--- config.mk ---
export PLATFORM = sky130hd
export DESIGN_NAME = despachante_ativos_flat
export DESIGN_NICKNAME = d
export VERILOG_FILES = /design/src/rtl/despachante_ativos_if.sv /design/src/rtl/despachante_ativos.sv /design/src/flat_wrapper.sv
export SDC_FILE = /design/constraint.sdc
export NUM_CORES = 1
export LEC_CHECK = 0
export CAP_MARGIN = 0
export CORE_MARGIN = 3
export CORE_UTILIZATION = 35
export CTS_CLUSTER_SIZE = 24
export DETAILED_ROUTE_END_ITERATION = 10
export HOLD_SLACK_MARGIN = 0.12
export PLACE_DENSITY = 0.77
export REMOVE_ABC_BUFFERS = 1
export SLEW_MARGIN = 0
export SYNTH_ARGS = -nofsm -noshare
export SYNTH_HDL_FRONTEND = slang
export SYNTH_SLANG_ARGS = --single-unit
export TNS_END_PERCENT = 30
--- constraint.sdc ---
create_clock -name clk -period 1.69 [get_ports clk]
set_input_delay 0.2535 -clock clk [delete_from_list [all_inputs] [get_ports clk]]
set_output_delay 0.2535 -clock clk [all_outputs]
set_load 0.02 [all_outputs]
--- src/rtl/despachante_ativos_if.sv ---
// Bus bundle between the active-node dispatcher and its evaluator/expander.
// The dispatcher uses the master modport; the evaluator and expander
// side (or a testbench) uses the slave modport.
interface despachante_ativos_if #(
   parameter int NUM_NA          = 4,
   parameter int ADDR_WIDTH      = 5,
   parameter int DISTANCIA_WIDTH = 5,
   parameter int CUSTO_WIDTH     = 4
);
   // evaluator side: slot status
   logic [NUM_NA-1:0]                 aa_aprovado_in;
   logic [ADDR_WIDTH*NUM_NA-1:0]      aa_endereco_in;
   logic [DISTANCIA_WIDTH*NUM_NA-1:0] aa_distancia_in;
   logic                              aa_tem_ativo_in;
   // evaluator side: command bus
   logic                              desativar_out;
   logic                              atualizar_out;
   logic [ADDR_WIDTH-1:0]             endereco_out;
   logic [CUSTO_WIDTH-1:0]            menor_vizinho_out;
   logic [DISTANCIA_WIDTH-1:0]        distancia_out;
   logic [ADDR_WIDTH-1:0]             anterior_out;
   // expander side: node handshake
   logic                              da_valido_out;
   logic [ADDR_WIDTH-1:0]             da_endereco_out;
   logic [DISTANCIA_WIDTH-1:0]        da_distancia_out;
   logic                              exp_pronto_in;
   // expander side: neighbour channel
   logic                              viz_valido_in;
   logic [ADDR_WIDTH-1:0]             viz_endereco_in;
   logic [CUSTO_WIDTH-1:0]            viz_custo_in;
   logic [DISTANCIA_WIDTH-1:0]        viz_distancia_in;
   logic                              da_viz_aceito_out;
   logic                              exp_fim_in;
   // status
   logic                              da_vazio_out;
   logic                              da_ocupado_out;

   modport master (
      input  aa_aprovado_in, aa_endereco_in, aa_distancia_in, aa_tem_ativo_in,
      output desativar_out, atualizar_out, endereco_out, menor_vizinho_out,
             distancia_out, anterior_out,
      output da_valido_out, da_endereco_out, da_distancia_out,
      input  exp_pronto_in,
      input  viz_valido_in, viz_endereco_in, viz_custo_in, viz_distancia_in,
      output da_viz_aceito_out,
      input  exp_fim_in,
      output da_vazio_out, da_ocupado_out
   );

   modport slave (
      output aa_aprovado_in, aa_endereco_in, aa_distancia_in, aa_tem_ativo_in,
      input  desativar_out, atualizar_out, endereco_out, menor_vizinho_out,
             distancia_out, anterior_out,
      input  da_valido_out, da_endereco_out, da_distancia_out,
      output exp_pronto_in,
      output viz_valido_in, viz_endereco_in, viz_custo_in, viz_distancia_in,
      input  da_viz_aceito_out,
      output exp_fim_in,
      input  da_vazio_out, da_ocupado_out
   );
endinterface

--- src/rtl/despachante_ativos.sv ---
// Active-node dispatcher: picks approved slots round-robin, deactivates the
// chosen node, offers it to the expander and forwards each accepted
// neighbour to the evaluator as a one-cycle update command.
// Optional feature: define DESPACHANTE_CONTADOR_EN to add the 16-bit
// saturating expansion counter output da_num_expansoes_out.
module despachante_ativos #(
   parameter int NUM_NA          = 4,
   parameter int ADDR_WIDTH      = 5,
   parameter int DISTANCIA_WIDTH = 5,
   parameter int CUSTO_WIDTH     = 4
) (
   input  logic clk,
   input  logic rst_n,
`ifdef DESPACHANTE_CONTADOR_EN
   output logic [15:0] da_num_expansoes_out,
`endif
   despachante_ativos_if.master bus
);
   localparam int PTR_W = (NUM_NA > 1) ? $clog2(NUM_NA) : 1;

   typedef enum logic [1:0] {OCIOSO, DESATIVAR, ENTREGAR, EXPANDIR} estado_t;

   estado_t                    r_estado, w_prox;
   logic [PTR_W-1:0]           r_ptr;
   logic [PTR_W-1:0]           w_sel;
   logic                       w_achou;
   logic [ADDR_WIDTH-1:0]      r_end_no;
   logic [DISTANCIA_WIDTH-1:0] r_dist_no;
   logic                       r_aceito_ant;
   logic                       r_pend;
   logic                       r_fim_pend;
   logic [ADDR_WIDTH-1:0]      r_viz_end;
   logic [CUSTO_WIDTH-1:0]     r_viz_custo;
   logic [DISTANCIA_WIDTH-1:0] r_viz_dist;
   logic                       w_aceita;
   logic                       w_fim;

   // A neighbour is accepted only in EXPANDIR, never right after another
   // acceptance and never once the end of expansion has been flagged.
   assign w_aceita = (r_estado == EXPANDIR) && bus.viz_valido_in &&
                     !r_aceito_ant && !r_fim_pend;
   assign w_fim    = (r_estado == EXPANDIR) && (bus.exp_fim_in || r_fim_pend);

   // Round-robin search: first approved slot starting just after r_ptr
   always_comb begin
      logic [PTR_W-1:0] idx;
      w_achou = 1'b0;
      w_sel   = '0;
      idx     = '0;
      for (int j = 0; j < NUM_NA; j++) begin
         idx = PTR_W'((int'(r_ptr) + 1 + j) % NUM_NA);
         if (!w_achou && bus.aa_aprovado_in[idx]) begin
            w_achou = 1'b1;
            w_sel   = idx;
         end
      end
   end

   // State register
   always_ff @(posedge clk or negedge rst_n) begin
      if (!rst_n) r_estado <= OCIOSO;
      else        r_estado <= w_prox;
   end

   // Next-state logic; EXPANDIR stays while a neighbour is being accepted so
   // its update pulse issues before returning to OCIOSO
   always_comb begin
      w_prox = r_estado;
      unique case (r_estado)
         OCIOSO:    if (w_achou) w_prox = DESATIVAR;
         DESATIVAR: w_prox = ENTREGAR;
         ENTREGAR:  if (bus.exp_pronto_in) w_prox = EXPANDIR;
         EXPANDIR:  if (w_fim && !w_aceita) w_prox = OCIOSO;
         default:   w_prox = OCIOSO;
      endcase
   end

   // Node latch and round-robin pointer
   always_ff @(posedge clk or negedge rst_n) begin
      if (!rst_n) begin
         r_ptr     <= PTR_W'(NUM_NA - 1);
         r_end_no  <= '0;
         r_dist_no <= '0;
      end else if (r_estado == OCIOSO && w_achou) begin
         r_ptr     <= w_sel;
         r_end_no  <= bus.aa_endereco_in[ADDR_WIDTH*int'(w_sel) +: ADDR_WIDTH];
         r_dist_no <= bus.aa_distancia_in[DISTANCIA_WIDTH*int'(w_sel) +: DISTANCIA_WIDTH];
      end
   end

   // Neighbour capture: accepted data becomes an update pulse next cycle
   always_ff @(posedge clk or negedge rst_n) begin
      if (!rst_n) begin
         r_aceito_ant <= 1'b0;
         r_pend       <= 1'b0;
         r_fim_pend   <= 1'b0;
         r_viz_end    <= '0;
         r_viz_custo  <= '0;
         r_viz_dist   <= '0;
      end else begin
         r_aceito_ant <= w_aceita;
         r_pend       <= w_aceita;
         r_fim_pend   <= w_aceita && bus.exp_fim_in;
         if (w_aceita) begin
            r_viz_end   <= bus.viz_endereco_in;
            r_viz_custo <= bus.viz_custo_in;
            r_viz_dist  <= bus.viz_distancia_in;
         end
      end
   end

`ifdef DESPACHANTE_CONTADOR_EN
   logic [15:0] r_num_exp;
   // Saturating count of ENTREGAR handshakes
   always_ff @(posedge clk or negedge rst_n) begin
      if (!rst_n) r_num_exp <= '0;
      else if (r_estado == ENTREGAR && bus.exp_pronto_in && r_num_exp != 16'hFFFF)
         r_num_exp <= r_num_exp + 16'd1;
   end
   assign da_num_expansoes_out = r_num_exp;
`endif

   logic                       w_desativar;
   logic [ADDR_WIDTH-1:0]      w_endereco;
   logic [CUSTO_WIDTH-1:0]     w_menor;
   logic [DISTANCIA_WIDTH-1:0] w_distancia;
   logic [ADDR_WIDTH-1:0]      w_anterior;
   logic                       w_valido;

   // Outputs; command data is forced to 0 whenever no strobe is active
   always_comb begin
      w_desativar = (r_estado == DESATIVAR);
      w_valido    = (r_estado == ENTREGAR);
      w_endereco  = '0;
      w_menor     = '0;
      w_distancia = '0;
      w_anterior  = '0;
      if (w_desativar) begin
         w_endereco = r_end_no;
      end else if (r_pend) begin
         w_endereco  = r_viz_end;
         w_menor     = r_viz_custo;
         w_distancia = r_viz_dist;
         w_anterior  = r_end_no;
      end
   end

   assign bus.desativar_out     = w_desativar;
   assign bus.atualizar_out     = r_pend;
   assign bus.endereco_out      = w_endereco;
   assign bus.menor_vizinho_out = w_menor;
   assign bus.distancia_out     = w_distancia;
   assign bus.anterior_out      = w_anterior;
   assign bus.da_valido_out     = w_valido;
   assign bus.da_endereco_out   = w_valido ? r_end_no : '0;
   assign bus.da_distancia_out  = w_valido ? r_dist_no : '0;
   assign bus.da_viz_aceito_out = w_aceita;
   assign bus.da_vazio_out      = (r_estado == OCIOSO) && !bus.aa_tem_ativo_in &&
                                  !(|bus.aa_aprovado_in);
   assign bus.da_ocupado_out    = (r_estado != OCIOSO);
endmodule

--- src/flat_wrapper.sv ---
// flat-port wrapper written by rule: the top's interface ports become plain ports
module despachante_ativos_flat 
#(
   parameter int NUM_NA          = 4,
   parameter int ADDR_WIDTH      = 5,
   parameter int DISTANCIA_WIDTH = 5,
   parameter int CUSTO_WIDTH     = 4
)
  (clk, rst_n, bus_aa_aprovado_in, bus_aa_endereco_in, bus_aa_distancia_in, bus_aa_tem_ativo_in, bus_desativar_out, bus_atualizar_out, bus_endereco_out, bus_menor_vizinho_out, bus_distancia_out, bus_anterior_out, bus_da_valido_out, bus_da_endereco_out, bus_da_distancia_out, bus_exp_pronto_in, bus_viz_valido_in, bus_viz_endereco_in, bus_viz_custo_in, bus_viz_distancia_in, bus_da_viz_aceito_out, bus_exp_fim_in, bus_da_vazio_out, bus_da_ocupado_out);
  despachante_ativos_if #(.NUM_NA(NUM_NA), .ADDR_WIDTH(ADDR_WIDTH), .DISTANCIA_WIDTH(DISTANCIA_WIDTH), .CUSTO_WIDTH(CUSTO_WIDTH)) bus_i ();
  input  logic clk;
  input  logic rst_n;
  input wire logic [$bits(bus_i.aa_aprovado_in)-1:0] bus_aa_aprovado_in;
  input wire logic [$bits(bus_i.aa_endereco_in)-1:0] bus_aa_endereco_in;
  input wire logic [$bits(bus_i.aa_distancia_in)-1:0] bus_aa_distancia_in;
  input wire logic [$bits(bus_i.aa_tem_ativo_in)-1:0] bus_aa_tem_ativo_in;
  output wire logic [$bits(bus_i.desativar_out)-1:0] bus_desativar_out;
  output wire logic [$bits(bus_i.atualizar_out)-1:0] bus_atualizar_out;
  output wire logic [$bits(bus_i.endereco_out)-1:0] bus_endereco_out;
  output wire logic [$bits(bus_i.menor_vizinho_out)-1:0] bus_menor_vizinho_out;
  output wire logic [$bits(bus_i.distancia_out)-1:0] bus_distancia_out;
  output wire logic [$bits(bus_i.anterior_out)-1:0] bus_anterior_out;
  output wire logic [$bits(bus_i.da_valido_out)-1:0] bus_da_valido_out;
  output wire logic [$bits(bus_i.da_endereco_out)-1:0] bus_da_endereco_out;
  output wire logic [$bits(bus_i.da_distancia_out)-1:0] bus_da_distancia_out;
  input wire logic [$bits(bus_i.exp_pronto_in)-1:0] bus_exp_pronto_in;
  input wire logic [$bits(bus_i.viz_valido_in)-1:0] bus_viz_valido_in;
  input wire logic [$bits(bus_i.viz_endereco_in)-1:0] bus_viz_endereco_in;
  input wire logic [$bits(bus_i.viz_custo_in)-1:0] bus_viz_custo_in;
  input wire logic [$bits(bus_i.viz_distancia_in)-1:0] bus_viz_distancia_in;
  output wire logic [$bits(bus_i.da_viz_aceito_out)-1:0] bus_da_viz_aceito_out;
  input wire logic [$bits(bus_i.exp_fim_in)-1:0] bus_exp_fim_in;
  output wire logic [$bits(bus_i.da_vazio_out)-1:0] bus_da_vazio_out;
  output wire logic [$bits(bus_i.da_ocupado_out)-1:0] bus_da_ocupado_out;
  assign bus_i.aa_aprovado_in = bus_aa_aprovado_in;
  assign bus_i.aa_endereco_in = bus_aa_endereco_in;
  assign bus_i.aa_distancia_in = bus_aa_distancia_in;
  assign bus_i.aa_tem_ativo_in = bus_aa_tem_ativo_in;
  assign bus_desativar_out = bus_i.desativar_out;
  assign bus_atualizar_out = bus_i.atualizar_out;
  assign bus_endereco_out = bus_i.endereco_out;
  assign bus_menor_vizinho_out = bus_i.menor_vizinho_out;
  assign bus_distancia_out = bus_i.distancia_out;
  assign bus_anterior_out = bus_i.anterior_out;
  assign bus_da_valido_out = bus_i.da_valido_out;
  assign bus_da_endereco_out = bus_i.da_endereco_out;
  assign bus_da_distancia_out = bus_i.da_distancia_out;
  assign bus_i.exp_pronto_in = bus_exp_pronto_in;
  assign bus_i.viz_valido_in = bus_viz_valido_in;
  assign bus_i.viz_endereco_in = bus_viz_endereco_in;
  assign bus_i.viz_custo_in = bus_viz_custo_in;
  assign bus_i.viz_distancia_in = bus_viz_distancia_in;
  assign bus_da_viz_aceito_out = bus_i.da_viz_aceito_out;
  assign bus_i.exp_fim_in = bus_exp_fim_in;
  assign bus_da_vazio_out = bus_i.da_vazio_out;
  assign bus_da_ocupado_out = bus_i.da_ocupado_out;
  despachante_ativos #(.NUM_NA(NUM_NA), .ADDR_WIDTH(ADDR_WIDTH), .DISTANCIA_WIDTH(DISTANCIA_WIDTH), .CUSTO_WIDTH(CUSTO_WIDTH)) u_core (.clk(clk), .rst_n(rst_n), .bus(bus_i));
endmodule
Yosys cells after proc, flatten, opt, wreduce, memory -nomap -nowiden:

Cells that the tools add are included.

* add/subtract/negate cells: 4
* multipliers: 1
* $lt $le $gt $ge: 4
* equality and inequality tests: 6
* shift-type cells: 2
* mux-type cells: 30
* reduce and logical (&&, ||, !) cells: 25

Operators with widths (count)
* 20-bit by 32-bit variable part select with 5-bit output: 2
* 5-bit 2-to-1 mux: 8
* 2-bit 2-to-1 mux: 7
* 1-bit logical AND: 12
* 2-bit by 3-bit less-than comparator with 1-bit output, second input constant: 4
* 1-bit binary-select mux with 2-bit select: 4
* 1-bit logical NOT: 8
* 1-bit 2-to-1 mux: 8
* 4-bit 2-to-1 mux: 2
* 2-bit one-hot mux with 4 select lines: 1
* 3-bit by 2-bit multiplier with 5-bit output, first input constant: 1
* 2-bit by 1-bit adder with 2-bit output, second input constant: 2
* 2-bit adder, second input constant: 2
* 2-bit == test, second input constant: 2
* 2-bit != test, second input constant: 2
* 4-bit OR reduction: 1
* 3-bit AND reduction: 1
* 2-bit by 1-bit == test with 1-bit output, second input constant: 1
* 2-bit logical NOT: 1
* 2-bit by 1-bit != test with 1-bit output, second input constant: 1
* 2-bit nonzero test: 1
* 1-bit logical OR: 1

* flip-flop bits (word level): 30
* input bits: 64
* output and inout port bits: 35
* logic and storage cells: 81

Logic depth before layout (Yosys ltp):

* word-level depth: 15
* depth in mapped cells: 6
* depth with buffers taken out: 5

Least setup slack after synthesis:

Ideal clock, no wire load.

* path kind: register to output
* from: reg u_core.r_estado[1]
* to: out bus_anterior_out[0]
* data arrival time: 1560 ps
* required time: 1436 ps
* slack: -123 ps
* cell stages (with the launch flop): 7
* buffers on the path: 2
* path through: dfrtp_1 inv_1 ha_1 nor2b_1 clkbuf_1 clkbuf_1 and2_1

* cells in the longest elaborated chain, start to end: 2

RTL lines
* start: declaration: line despachante_ativos.sv:23 `estado_t r_estado, w_prox;`
* start signal: assignment: line despachante_ativos.sv:62 `else r_estado <= w_prox;`
* 2-bit by 1-bit == test with 1-bit output: line despachante_ativos.sv:132 `w_desativar = (r_estado == DESATIVAR);`
* via bus_desativar_out: line flat_wrapper.sv:17 `output wire logic [$bits(bus_i.desativar_out)-1:0] bus_desativar_out;`
* 5-bit 2-to-1 mux: line despachante_ativos.sv:138 `if (w_desativar) begin`
* end: declaration: line flat_wrapper.sv:22 `output wire logic [$bits(bus_i.anterior_out)-1:0] bus_anterior_out;`

The timed path passes the listed nets, and every way through them passes these cells.

Worst setup path after layout:

* from: reg u_core.r_estado[0]
* to: out bus_distancia_out[0]

* cells in the longest elaborated chain, start to end: 2

RTL lines
* 2-bit by 1-bit == test with 1-bit output: line despachante_ativos.sv:132
* 5-bit 2-to-1 mux: line despachante_ativos.sv:138
* end: declaration: line flat_wrapper.sv:21 `output wire logic [$bits(bus_i.distancia_out)-1:0] bus_distancia_out;`

No other way between the ends.

==> results.ini <==
[outcome]
status=complete, but fails checks
violations=setup timing

[placed_design]
dp_hpwl_mm=3.74
dp_slack_ps=-408
port_buffers=98
gp_congestion=0.740

[timing]
clock_skew_ps=5.12
hold_violations=0
setup_viol=33
period_needed_ps=1820
layout_setup_ws_ps=-130
max_clock_freq_mhz=549
finalMaxSlewViolations=0
worst_pin_slew_ps=369
finalCritPeriodShare_pct=108
slew_headroom_pct=75.4
rsz0062_at_grt=yes

[finish]
fillers=386
n_antenna_cell=0
fin_util_pct=70.5
layout.nets=363
multiInputGateArea_sq_um=1100
final_cell_mix=clkdlybuf4s50_1 (63), buf_6 (32), buf_4 (30)
register_area_sq_um=753
synthToLayoutAreaGrowth_pct=90.3
drive_gt1_share_pct=45.9
final_common_cell=clkdlybuf4s50_1

[setup_path]
cp_max_fo=7
path_class=flip-flop to primary output
worstReg2RegEnd=u_core.r_viz_end[3]$_DFFE_PN0P_
required_ps=1440
cp-start-kind=flip-flop
r2r-start=u_core.r_estado[1]$_DFFE_PN0P_
crit_arrival_ps=1570
ff2ff_path_depth=7
cp-end-kind=primary output
regToRegSetupSlack_ps=-50

[clock_network]
cts_tree=done
cts_root_buffer=clkbuf_8
clkSlewWorstSetupHoldPaths_ps=70
insertion_delay_ps=280
cts.sinks=30
numCtsBuffers=5
clk_path_buf_depth=2
cts_htree_levels=2

[logic_synthesis]
avgSynthCellArea_sq_um=10.9
synth_cell_type_count=31
synth.top_cells.by_area=dfrtp_1 (39%), mux2i_1 (12%), mux2_2 (9.5%)
yosysWarnings=0
syn-cell-area_sq_um=1790
synth_seq_cells=30
yosysTopAreaCellShare_pct=39.2
synth_top_area_cell=dfrtp_1
seq_area_frac_synth_pct=42.2
syn_inst=164

[power_and_ir_drop]
powerDensity_nw_per_um2=1510
vdd_drop_max_mv=0.671
p_leak_uw=0.00155

[floorplanning]
die_y_microns=77.4
placementRows=25
num_io_pins=99
core_sq_um=4820
die_x_microns=77.4
start_util_pct=37.1
dieArea_sq_um=5990

[route]
route.detailed.drc=0
wirelength_mm=5.07
post_drt_wl_per_cell_microns=14.0
via_per_inst=4.76
drtAntennaViolNets=0
drt-pass1-iter-count=4
num_vias=1727
drt_iter0_drc=33

[grt]
antenna_found_initial=0
grt_pass1_vias=1699
grt_pass1_wl_mm=8.07
grt_max_degree=31
grt_overflow=0
grt_use_total_pct=16.9

[flow_run]
maxCapViolations=0

[hold_path]
hold_class=primary input to async pin

report_power, final:
part | internal (uW) | switching (uW) | leakage, uW
Combinational | 1750 | 1340 | 0.00113
Clock | 433 | 268 | 0.0000579
Sequential | 1090 | 242 | 0.000362
Total | 3270 | 1850 | 0.00155
registers in the layout (all words and copies together) (netlist names):
| name | cells |
|---|---|
| u_core.r_aceito_ant | 1 |
| u_core.r_dist_no | 5 |
| u_core.r_end_no | 5 |
| u_core.r_estado | 2 |
| u_core.r_fim_pend | 1 |
| u_core.r_ptr | 2 |
| u_core.r_viz_custo | 4 |
| u_core.r_viz_dist | 5 |
| u_core.r_viz_end | 5 |
synthesized netlist by cell type (all sizes together):
| cell type | n |
|---|---|
| nor4bb | 1 |
| and2 | 25 |
| a21oi | 4 |
| and2b | 1 |
| nor2b | 1 |
| nor4 | 1 |
| nand3 | 1 |
| clkbuf | 3 |
| ha | 4 |
| mux2 | 15 |
| dfrtp | 28 |
| nand2 | 15 |
| o221ai | 11 |
| nor3b | 1 |
| inv | 4 |
| mux2i | 21 |
| or2 | 1 |
| a22o | 4 |
| a31oi | 1 |
| a22oi | 1 |
| nor2 | 5 |
| buf | 7 |
| nand2b | 6 |
| o21ai | 1 |
| dfstp | 2 |
cell type report:
class | count | share of cell area, %
clock buffer | 5 | 2.03
clock inverter | 3 | 1.18
inverter | 4 | 0.442
multi-input combinational | 120 | 32.3
sequential | 30 | 22.2
tap | 67 | 2.47
timing repair buffer | 134 | 39.4
cells by family after synthesis:
logic type / Yosys count / synth area share [%]
multiplexers: 36 / 21.2
buffers and inverters: 14 / 4.27
AND/OR/NAND/NOR: 58 / 18.1
flip-flops: 30 / 42.2
adder cells (fa/ha/maj): 4 / 2.80
AO/OA/AOI/OAI: 22 / 11.4
routing by layer:
layer	up-vias	share of wire (%)	wire (microns)	track usage (%)
met3	9	5.9	298	4.41
li1	839	-	-	-
met2	59	52	2630	28.7
met4	0	1.5	77	6.23
met1	820	41	2070	20.5
met5	-	0	0	0
per-stage QoR:
step,TNS (ps),instances,cell area [sq um],total power [uW],hold WS [ps]
after floorplan,-33760,154,1720,2700,-42.1
after CTS,-1950,354,3210,4820,380
after global routing,-5350,363,3400,5460,394
after global placement,-9250,343,3020,3900,462
after detailed placement,-10750,343,3020,3970,465
final,-1760,363,3400,5120,366
worst max path at each step:
stage / startpoint / endpoint / cells after the start
floorplan: u_core.r_estado[1]$_DFFE_PN0P_ / u_core.r_estado[1]$_DFFE_PN0P_ / 5
global placement: bus_aa_aprovado_in[1] / bus_da_vazio_out / 5
detailed placement: bus_aa_aprovado_in[1] / bus_da_vazio_out / 5
CTS: u_core.r_estado[1]$_DFFE_PN0P_ / bus_da_viz_aceito_out / 5
global route: u_core.r_estado[0]$_DFFE_PN0P_ / bus_distancia_out[0] / 7
finish: u_core.r_estado[0]$_DFFE_PN0P_ / bus_distancia_out[0] / 7
timing repair:
item                       in CTS  in global routing
pin swaps                       8                  9
hold endpoints to repair        0                  0
hold buffers                    0                  0
resized for setup             202                 34
setup endpoints to repair      59                 59
cloned                          1                  1
setup buffers                   2                  8
worst max-delay path, cell delays in order (launching register included):
cell and delay [ps]:
dfrtp_1 390, buf_6 120, ha_4 160, nor2b_4 150
buf_6 140, buf_6 90, and2_4 120, buf_6 110
(Power assumes the default switching activity.)
